File: config.mk
export PLATFORM = sky130hd
export DESIGN_NAME = mem_arbiter
export DESIGN_NICKNAME = d
export VERILOG_FILES = /design/src/rtl/mem_arbiter.sv
export SDC_FILE = /design/constraint.sdc
export NUM_CORES = 1
export LEC_CHECK = 0
export CAP_MARGIN = 20
export CORE_AREA = 2 2 116 118
export CTS_BUF_LIST = sky130_fd_sc_hd__clkbuf_8
export CTS_CLUSTER_DIAMETER = 200
export DETAILED_ROUTE_END_ITERATION = 7
export DIE_AREA = 0 0 118 120
export GPL_TIMING_DRIVEN = 0
export HOLD_SLACK_MARGIN = 0.15
export PLACE_DENSITY = 0.81
export SLEW_MARGIN = 20
export SYNTH_ARGS = -nofsm -noshare
export SYNTH_HDL_FRONTEND = slang
export SYNTH_SLANG_ARGS = --single-unit
File: constraint.sdc
create_clock -name clk -period 5.7 [get_ports clk]
set_input_delay 1.14 -clock clk [delete_from_list [all_inputs] [get_ports clk]]
set_output_delay 1.14 -clock clk [all_outputs]
set_load 0.02 [all_outputs]
File: src/rtl/mem_arbiter.sv
// mem_arbiter: shares one unified memory between the instruction-fetch (I)
// and data (D) ports of the processor. It grants one requester per cycle,
// forwards that requester's command, and returns the memory's accept tag to
// it. A per-tag ownership table routes each load completion back to the
// requester that issued the load.
module mem_arbiter #(
  parameter int unsigned STARVE_LIMIT = 4,
  parameter int unsigned NUM_TAGS     = 16
) (
  input  logic        clk,
  input  logic        rst,

  input  logic [31:0] proc2Imem_addr,
  input  logic [1:0]  proc2Imem_command,
  output logic [3:0]  Imem2proc_response,
  output logic [31:0] Imem2proc_data,
  output logic [3:0]  Imem2proc_tag,

  input  logic [31:0] proc2Dmem_addr,
  input  logic [31:0] proc2Dmem_data,
  input  logic [1:0]  proc2Dmem_command,
  output logic [3:0]  Dmem2proc_response,
  output logic [31:0] Dmem2proc_data,
  output logic [3:0]  Dmem2proc_tag,

  output logic [31:0] proc2mem_addr,
  output logic [31:0] proc2mem_data,
  output logic [1:0]  proc2mem_command,
  input  logic [3:0]  mem2proc_response,
  input  logic [31:0] mem2proc_data,
  input  logic [3:0]  mem2proc_tag,

  output logic [4:0]  outstanding_cnt,
  output logic        tag_err
);

  localparam logic [1:0] BUS_NONE  = 2'h0;
  localparam logic [1:0] BUS_LOAD  = 2'h1;
  localparam logic [1:0] BUS_STORE = 2'h2;

  localparam logic [3:0] STREAK_MAX = 4'(STARVE_LIMIT);

  // Ownership table: one valid bit and one owner bit (0 = I, 1 = D) per tag
  logic [NUM_TAGS-1:0] r_valid;
  logic [NUM_TAGS-1:0] r_owner;
  logic [3:0]          r_d_streak;
  logic [4:0]          r_cnt;
  logic                r_tag_err;

  logic w_i_pend;
  logic w_d_pend;
  logic w_grant_i;
  logic w_grant_d;
  logic w_alloc;
  logic w_tag_live;
  logic w_cmp;
  logic w_unowned;
  logic w_same_tag;
  logic w_realloc_fault;
  logic w_cnt_inc;

  // Request decode and grant: D wins ties unless I has been starved too long
  always_comb begin
    w_i_pend  = (proc2Imem_command == BUS_LOAD);
    w_d_pend  = (proc2Dmem_command == BUS_LOAD) || (proc2Dmem_command == BUS_STORE);
    w_grant_i = w_i_pend && (!w_d_pend || (r_d_streak == STREAK_MAX));
    w_grant_d = w_d_pend && !w_grant_i;
  end

  // Forward the granted request to memory and steer the accept response
  always_comb begin
    proc2mem_addr      = '0;
    proc2mem_data      = '0;
    proc2mem_command   = BUS_NONE;
    Imem2proc_response = '0;
    Dmem2proc_response = '0;
    if (w_grant_i) begin
      proc2mem_addr      = proc2Imem_addr;
      proc2mem_command   = BUS_LOAD;
      Imem2proc_response = mem2proc_response;
    end else if (w_grant_d) begin
      proc2mem_addr      = proc2Dmem_addr;
      proc2mem_data      = proc2Dmem_data;
      proc2mem_command   = proc2Dmem_command;
      Dmem2proc_response = mem2proc_response;
    end
  end

  // Classify this cycle's table activity (allocation, completion, faults)
  always_comb begin
    w_alloc    = (proc2mem_command == BUS_LOAD) && (mem2proc_response != 4'd0);
    w_tag_live = r_valid[mem2proc_tag];
    w_cmp      = (mem2proc_tag != 4'd0) && w_tag_live;
    w_unowned  = (mem2proc_tag != 4'd0) && !w_tag_live;
    w_same_tag = w_cmp && (mem2proc_tag == mem2proc_response);
    // A tag retiring this cycle is free for re-allocation; any other live tag is a fault
    w_realloc_fault = w_alloc && r_valid[mem2proc_response] && !w_same_tag;
    w_cnt_inc       = w_alloc && !w_realloc_fault;
  end

  // Route a completion to the owner recorded in the table
  always_comb begin
    Imem2proc_tag  = '0;
    Imem2proc_data = '0;
    Dmem2proc_tag  = '0;
    Dmem2proc_data = '0;
    if (w_cmp) begin
      if (r_owner[mem2proc_tag]) begin
        Dmem2proc_tag  = mem2proc_tag;
        Dmem2proc_data = mem2proc_data;
      end else begin
        Imem2proc_tag  = mem2proc_tag;
        Imem2proc_data = mem2proc_data;
      end
    end
  end

  // D-streak counter tracking consecutive D grants while I waits
  always_ff @(posedge clk) begin
    if (rst) begin
      r_d_streak <= '0;
    end else if (w_grant_d && w_i_pend) begin
      if (r_d_streak != STREAK_MAX)
        r_d_streak <= r_d_streak + 4'd1;
    end else begin
      r_d_streak <= '0;
    end
  end

  // Table update: clear the retiring entry first, then allocate so a reused tag ends valid
  always_ff @(posedge clk) begin
    if (rst) begin
      r_valid <= '0;
      r_owner <= '0;
    end else begin
      if (w_cmp)
        r_valid[mem2proc_tag] <= 1'b0;
      if (w_alloc) begin
        r_valid[mem2proc_response] <= 1'b1;
        r_owner[mem2proc_response] <= w_grant_d;
      end
    end
  end

  // Outstanding-load counter and sticky tag error flag
  always_ff @(posedge clk) begin
    if (rst) begin
      r_cnt     <= '0;
      r_tag_err <= 1'b0;
    end else begin
      case ({w_cnt_inc, w_cmp})
        2'b10:   r_cnt <= r_cnt + 5'd1;
        2'b01:   r_cnt <= r_cnt - 5'd1;
        default: r_cnt <= r_cnt;
      endcase
      if (w_unowned || w_realloc_fault)
        r_tag_err <= 1'b1;
    end
  end

  assign outstanding_cnt = r_cnt;
  assign tag_err         = r_tag_err;

endmodule

After elaboration in Yosys (flattened, before gate mapping):

Index checks and enable logic that the tools add are counted.

* output and inout bits: 152
* input port bits: 142
* logic and storage cells: 81
* register bits: 42

* mux-type cells: 32
* add/subtract/negate cells: 3
* $lt $le $gt $ge: 4
* eq/ne operators: 9
* reductions and logical operators: 24
* bitwise gates (word level): 4

Operators with widths (number)
* 32-bit 2-to-1 mux: 8
* 16-bit 2-to-1 mux: 3
* 4-bit 2-to-1 mux: 7
* 16-bit bitwise AND: 1
* 16-bit bitwise mux: 1
* 16-bit NOT: 1
* 16-bit bitwise OR: 1
* 1-bit binary-select mux with 4-bit select: 3
* 1-bit logical AND: 12
* 4-bit by 5-bit < comparator with 1-bit output (second input constant): 2
* 5-bit case mux with 2 select lines: 1
* 1-bit demux with 4-bit select: 2
* 2-bit by 1-bit == test with 1-bit output (second input constant): 4
* 4-bit by 1-bit greater-or-equal comparator with 1-bit output (second input constant): 2
* 4-bit nonzero test: 2
* 5-bit by 1-bit adder with 5-bit output (second input constant): 1
* 1-bit logical NOT: 5
* 1-bit 2-to-1 mux: 5
* 5-bit by 1-bit subtractor with 5-bit output (second input constant): 1
* 4-bit by 1-bit adder with 4-bit output (second input constant): 1
* 2-bit == test (second input constant): 2
* 4-bit by 3-bit == test with 1-bit output (second input constant): 1
* 4-bit == test: 1
* 2-bit 2-to-1 mux: 2
* other kinds (5): 7

Depth between registers and ports, before layout:

Gate-level depths: netlist (run 1).

* word-level depth: 17
* gate-level depth with buffers: 16
* mapped depth without buffers: 14

Least setup slack after synthesis (run 1):

Ideal clock, no wire load.

* path type: input port to flip-flop
* start: in mem2proc_response[3]
* end: reg r_cnt[4], in the netlist outstanding_cnt[4]
* path slack: 1.447 ns
* arrival time: 4.132 ns
* path buffers: 3
* stages: 15
* data required time: 5.579 ns
* path through: clkbuf_1 nor2_1 o2bb2ai_1 a21oi_1 clkbuf_1 nand2_1 ha_1 clkbuf_1 xor2_1 ha_1 or3b_2 a21oi_1 o21bai_1 a21oi_1 mux2_2

* cells in the longest elaborated chain, start to end: 8

Ends and longest elaborated chain
* start, declared: RTL line 29 `input logic [3:0] mem2proc_response,`
* 1-bit binary-select mux with 4-bit select, or another cell as far along: RTL line 97 `w_realloc_fault = w_alloc && r_valid[mem2proc_response] && !w_same_tag;`
* 1-bit 2-to-1 mux (implied by the code), or another cell as far along: RTL line 97
* 1-bit logical AND / 1-bit logical NOT (equally long branches): RTL line 97
* 1-bit logical AND: RTL line 97
* 1-bit logical NOT: RTL line 98 `w_cnt_inc = w_alloc && !w_realloc_fault;`
* 1-bit logical AND *: RTL line 98
* 2-bit by 1-bit == test with 1-bit output / 2-bit == test (equally long branches): RTL line 151 `case ({w_cnt_inc, w_cmp})`
* 5-bit case mux with 2 select lines / 2-bit nonzero test (equally long branches)
* end signal, assigned: RTL line 152 `2'b10: r_cnt <= r_cnt + 5'd1;`
* end signal, assigned: RTL line 153 `2'b01: r_cnt <= r_cnt - 5'd1;`
* end signal, assigned: RTL line 154 `default: r_cnt <= r_cnt;`
* end, declared: RTL line 47 `logic [4:0] r_cnt;`

Every way passes the cells marked *; elsewhere a longest branch is shown, timed or not. The select of a mux whose other input is x is not followed.
A chain may end at the register's enable or synchronous reset.

Worst setup path in the final report (run 1):

* start: in proc2Imem_command[0]
* end: out proc2mem_addr[17]

* cells in the longest elaborated chain, start to end: 6

Ends and longest elaborated chain
* start, declared: RTL line 14 `input logic [1:0] proc2Imem_command,`
* 2-bit by 1-bit == test with 1-bit output *: RTL line 64 `w_i_pend = (proc2Imem_command == BUS_LOAD);`
* 1-bit logical AND *: RTL line 66 `w_grant_i = w_i_pend && (!w_d_pend || (r_d_streak == STREAK_MAX));`
* 1-bit logical NOT: RTL line 67 `w_grant_d = w_d_pend && !w_grant_i;`
* 1-bit logical AND: RTL line 67
* 32-bit 2-to-1 mux: RTL line 81 `end else if (w_grant_d) begin`
* 32-bit 2-to-1 mux *: RTL line 77 `if (w_grant_i) begin`
* end, declared: RTL line 26 `output logic [31:0] proc2mem_addr,`

Every way passes the cells marked *; elsewhere a longest branch is shown, timed or not.

==> metrics.md, run 1 <==
| Metric | Value |
|---|---|
| Clk slew on worst S/H paths | 0.08 ns |
| First drt pass iteration count | 7 |
| Clock Skew | 0.00991 ns |
| Yosys Warn Count | 0 |
| DR WL/cell | 16.6 um |
| DRC Markers | 2 |
| Outcome | finished, violations left |
| Max-Cap Viols | 0 |
| Multiplexer area fraction after synthesis | 13.9% |
| Post-synthesis register bit count | 42 |
| Reg2reg path depth | 16 |
| GP Congestion | 0.888 |
| Dpl cells | 920 |
| Synthesized net count | 601 |
| Metal-1 WL | 5.33 mm |
| Core Footprint | 13000 um^2 |
| Main combinational cell family by area after synthesis | simple AND/OR/NAND/NOR gates |
| DR iter-0 viols | 220 |
| Hold_sp | r_d_streak[0] |
| IO buf count | 290 |
| Post-synthesis xor/xnor area fraction | 2.15% |
| Total CTS buffers | 5 |
| Final core occ | 53.0% |
| Slew Viols, Final | 0 |
| Final nets | 898 |
| Simple-Gate Fraction of Synth Area | 32.0% |
| Leakage | 2.60 nW |
| Tot Pwr | 1.05 mW |
| Clock Latency Late Sink | 0.31 ns |
| Crit Path Category | in -> out |
| Crit path time final | 5.49 ns |
| Placement Cell Area | 6790 um^2 |
| CTS tree | yes |
| Mean post-synth cell area | 8.08 um^2 |
| Library cells used by synthesis | 50 |
| Via-per-instance ratio | 4.87 |
| Worst Path Required | 4.56 ns |
| Root buffer cell | clkbuf_8 |
| Top cells by area, synth | dfxtp_1 (23%), and2_1 (19%), a22o_1 (7.6%), mux2i_1 (6.8%), mux4_2 (4.3%) |
| Total number of vias | 4532 |
| DP Wirelength | 13.2 mm |
| Worst R2R End | outstanding_cnt[4] |
| Worst Hold Depth | 1 |
| Critical path endpoint category | output port |
| Post-Route Setup TNS | 0 ns |
| Most frequent cells in the layout | clkdlybuf4s50_1 (290), and2_1 (114), dfxtp_1 (42) |
| Post-CTS Setup Inserts | 0 |
| Hold EP | r_d_streak[0] |
| Worst-margin pin slew | 0.813 ns |
| Fin Hold WS | 0.464 ns |
| Clock sinks | 42 |
| Crit path DAT | 4.35 ns |
| Sequential area share after synthesis | 22.9% |
| Grt total ovfl | 0 |
| Worst reg-to-reg setup slack | 1.78 ns |
| Die Area | 14200 um^2 |
| VDD IR max | 0.0901 mV |
| Top Ports | 294 |
| PD cells | 152 nW/um^2 |
| Adder-cell share of the synthesized area | 1.71% |
| Row count | 42 |
| Starting Density | 28.3% |
| Final Hold Fails | 0 |
| Setup crit start kind | primary input |
| Primary flip-flop cell chosen by synthesis mapping | dfxtp_1 |
| Slew HR | 45.7% |
| Fin crit share | 96.3% |
| Met2 WL post-DR | 8.28 mm |
| Resize count post-CTS | 0 |
| CTS max path bufs | 2 |
| GRT Total Usage | 20.7% |
| CTS Hold Bufs | 0 |
| Vias in the first global route | 4195 |
| Die X | 118 um |
| Die Height | 120 um |
| Async S/R FF share, synth | 0% |
| HP Class | reg -> reg |
| Share of cells above drive strength 1 | 4.39% |
| Layout Cells excl Fill | 931 |
| Final setup violation count | 0 |
| H-Tree Depth | 2 |
| Fin area | 6890 um^2 |
| EDFF count, synth | 0 |
| Placement Setup Slack | 0.234 ns |
| Peak fanout along the critical path | 10 |
| First-pass GRT wire length | 22.9 mm |
| Area Overhead vs Synth | 87.7% |
| Antenna violations before repair | 4 |
| Post-Synthesis Cells | 454 |
| Worst setup margin | 0.211 ns |
| Total wire length | 15.5 mm |
| RSZ-0062 raised after global routing | no |
| Synth Cell Area | 3670 um^2 |
| Synth top area share | 22.9% |
| Failing checks | DRC |
| Highest metal used | met5 |
| Metal3 WL | 1.56 mm |
| Achievable frequency | 0.182 GHz |
| Compound-Gate Fraction of Synth Area | 20.8% |
| Leading area contributor after synthesis | dfxtp_1 |
| Largest net degree at the start of global routing | 14 |
| Reg2reg start | r_d_streak[0] |
| Commonest non-fill, non-tap cell in the layout | clkdlybuf4s50_1 |
| Final ANT Viol Nets | 0 |
==> synth_stat cells, types with 3 or more instances <==
cell and n:
nand4_1 5, a211oi_1 7, nor2_1 29, buf_6 7, nand3_1 11, nand3b_1 3, xor2_1 8, a22oi_1 4
nor2b_1 13, nand2_1 14, o211ai_1 8, or2_2 3, buf_1 4, inv_1 7, a21oi_1 26, clkbuf_1 28
o21ai_0 15, a22o_1 32, mux4_2 7, mux4_1 3, and2_1 114, nand2b_1 3, mux2i_1 25, dfxtp_1 42
ha_1 5, buf_2 3
==> critical path: stages <==
cell	delay, ns
clkdlybuf4s50_1	0.44
nor2b_1	0.29
a21boi_1	0.72
clkbuf_1	0.45
clkbuf_1	0.42
a22o_1	0.26
clkdlybuf4s50_1	0.62
==> area by class of cell <==
type,instances,area [um^2]
buffer,42,214
clock buffer,5,68.8
inverter,7,26.3
tap,176,220
antenna,3,7.51
clock inverter,3,17.5
sequential,42,841
multi-input combinational,363,2590
fill,1278,6090
timing repair buffer,290,2900
==> power by group <==
group / switching, mW / internal [mW]
Clock: 0.107 / 0.0847
Sequential: 0.0123 / 0.304
Combinational: 0.256 / 0.285
Total: 0.375 / 0.673
==> state kept, by name, summed over array words and instances, names as in the netlist <==
name	count
r_d_streak	4
r_owner	16
r_valid	16
outstanding_cnt	5
tag_err	1
==> logic make-up (layout without fill, tap and decap cells) <==
family,Yosys count,after routing
simple gates,205,205
compound gates,107,107
buf+inv,49,347
flops,42,42
mux,37,37
xor+xnor,9,9
fa+ha+maj,5,5
other cells,0,3
==> routing by layer <==
metal	vias up	global-route usage, %
li1	2199	-
met1	2046	20.4
met2	263	41.1
met3	22	6.61
met4	2	5.50
met5	-	0
==> how the worst max path moves through the flow <==
stage | from | end | slack (ns) | depth (start not counted)
2_1_floorplan | mem2proc_response[3] | outstanding_cnt[4] | 1.45 | 15
3_3_place_gp | proc2Imem_command[0] | proc2mem_addr[10] | 0.27 | 7
3_5_place_dp | proc2Imem_command[0] | proc2mem_addr[17] | 0.23 | 7
4_1_cts | proc2Imem_command[0] | proc2mem_addr[17] | 0.23 | 7
5_1_grt | proc2Imem_command[0] | proc2mem_addr[17] | 0.08 | 7
6_report | proc2Imem_command[0] | proc2mem_addr[17] | 0.21 | 7
Power figures use the tool's default switching activity.
==> inputs of run 2 (changes only) <==
--- a/config.mk
+++ b/config.mk
@@ -5,10 +5,12 @@
 export SDC_FILE = /design/constraint.sdc
 export NUM_CORES = 1
 export LEC_CHECK = 0
+export ABC_CLOCK_PERIOD_IN_PS = 5700
 export CAP_MARGIN = 20
 export CORE_AREA = 2 2 116 118
 export CTS_BUF_LIST = sky130_fd_sc_hd__clkbuf_8
 export CTS_CLUSTER_DIAMETER = 200
+export CTS_CLUSTER_SIZE = 25
 export DETAILED_ROUTE_END_ITERATION = 7
 export DIE_AREA = 0 0 118 120
 export GPL_TIMING_DRIVEN = 0
==> results of run 2 <==
Same layout as run 1: the final DEF is identical, and so are final timing and power.
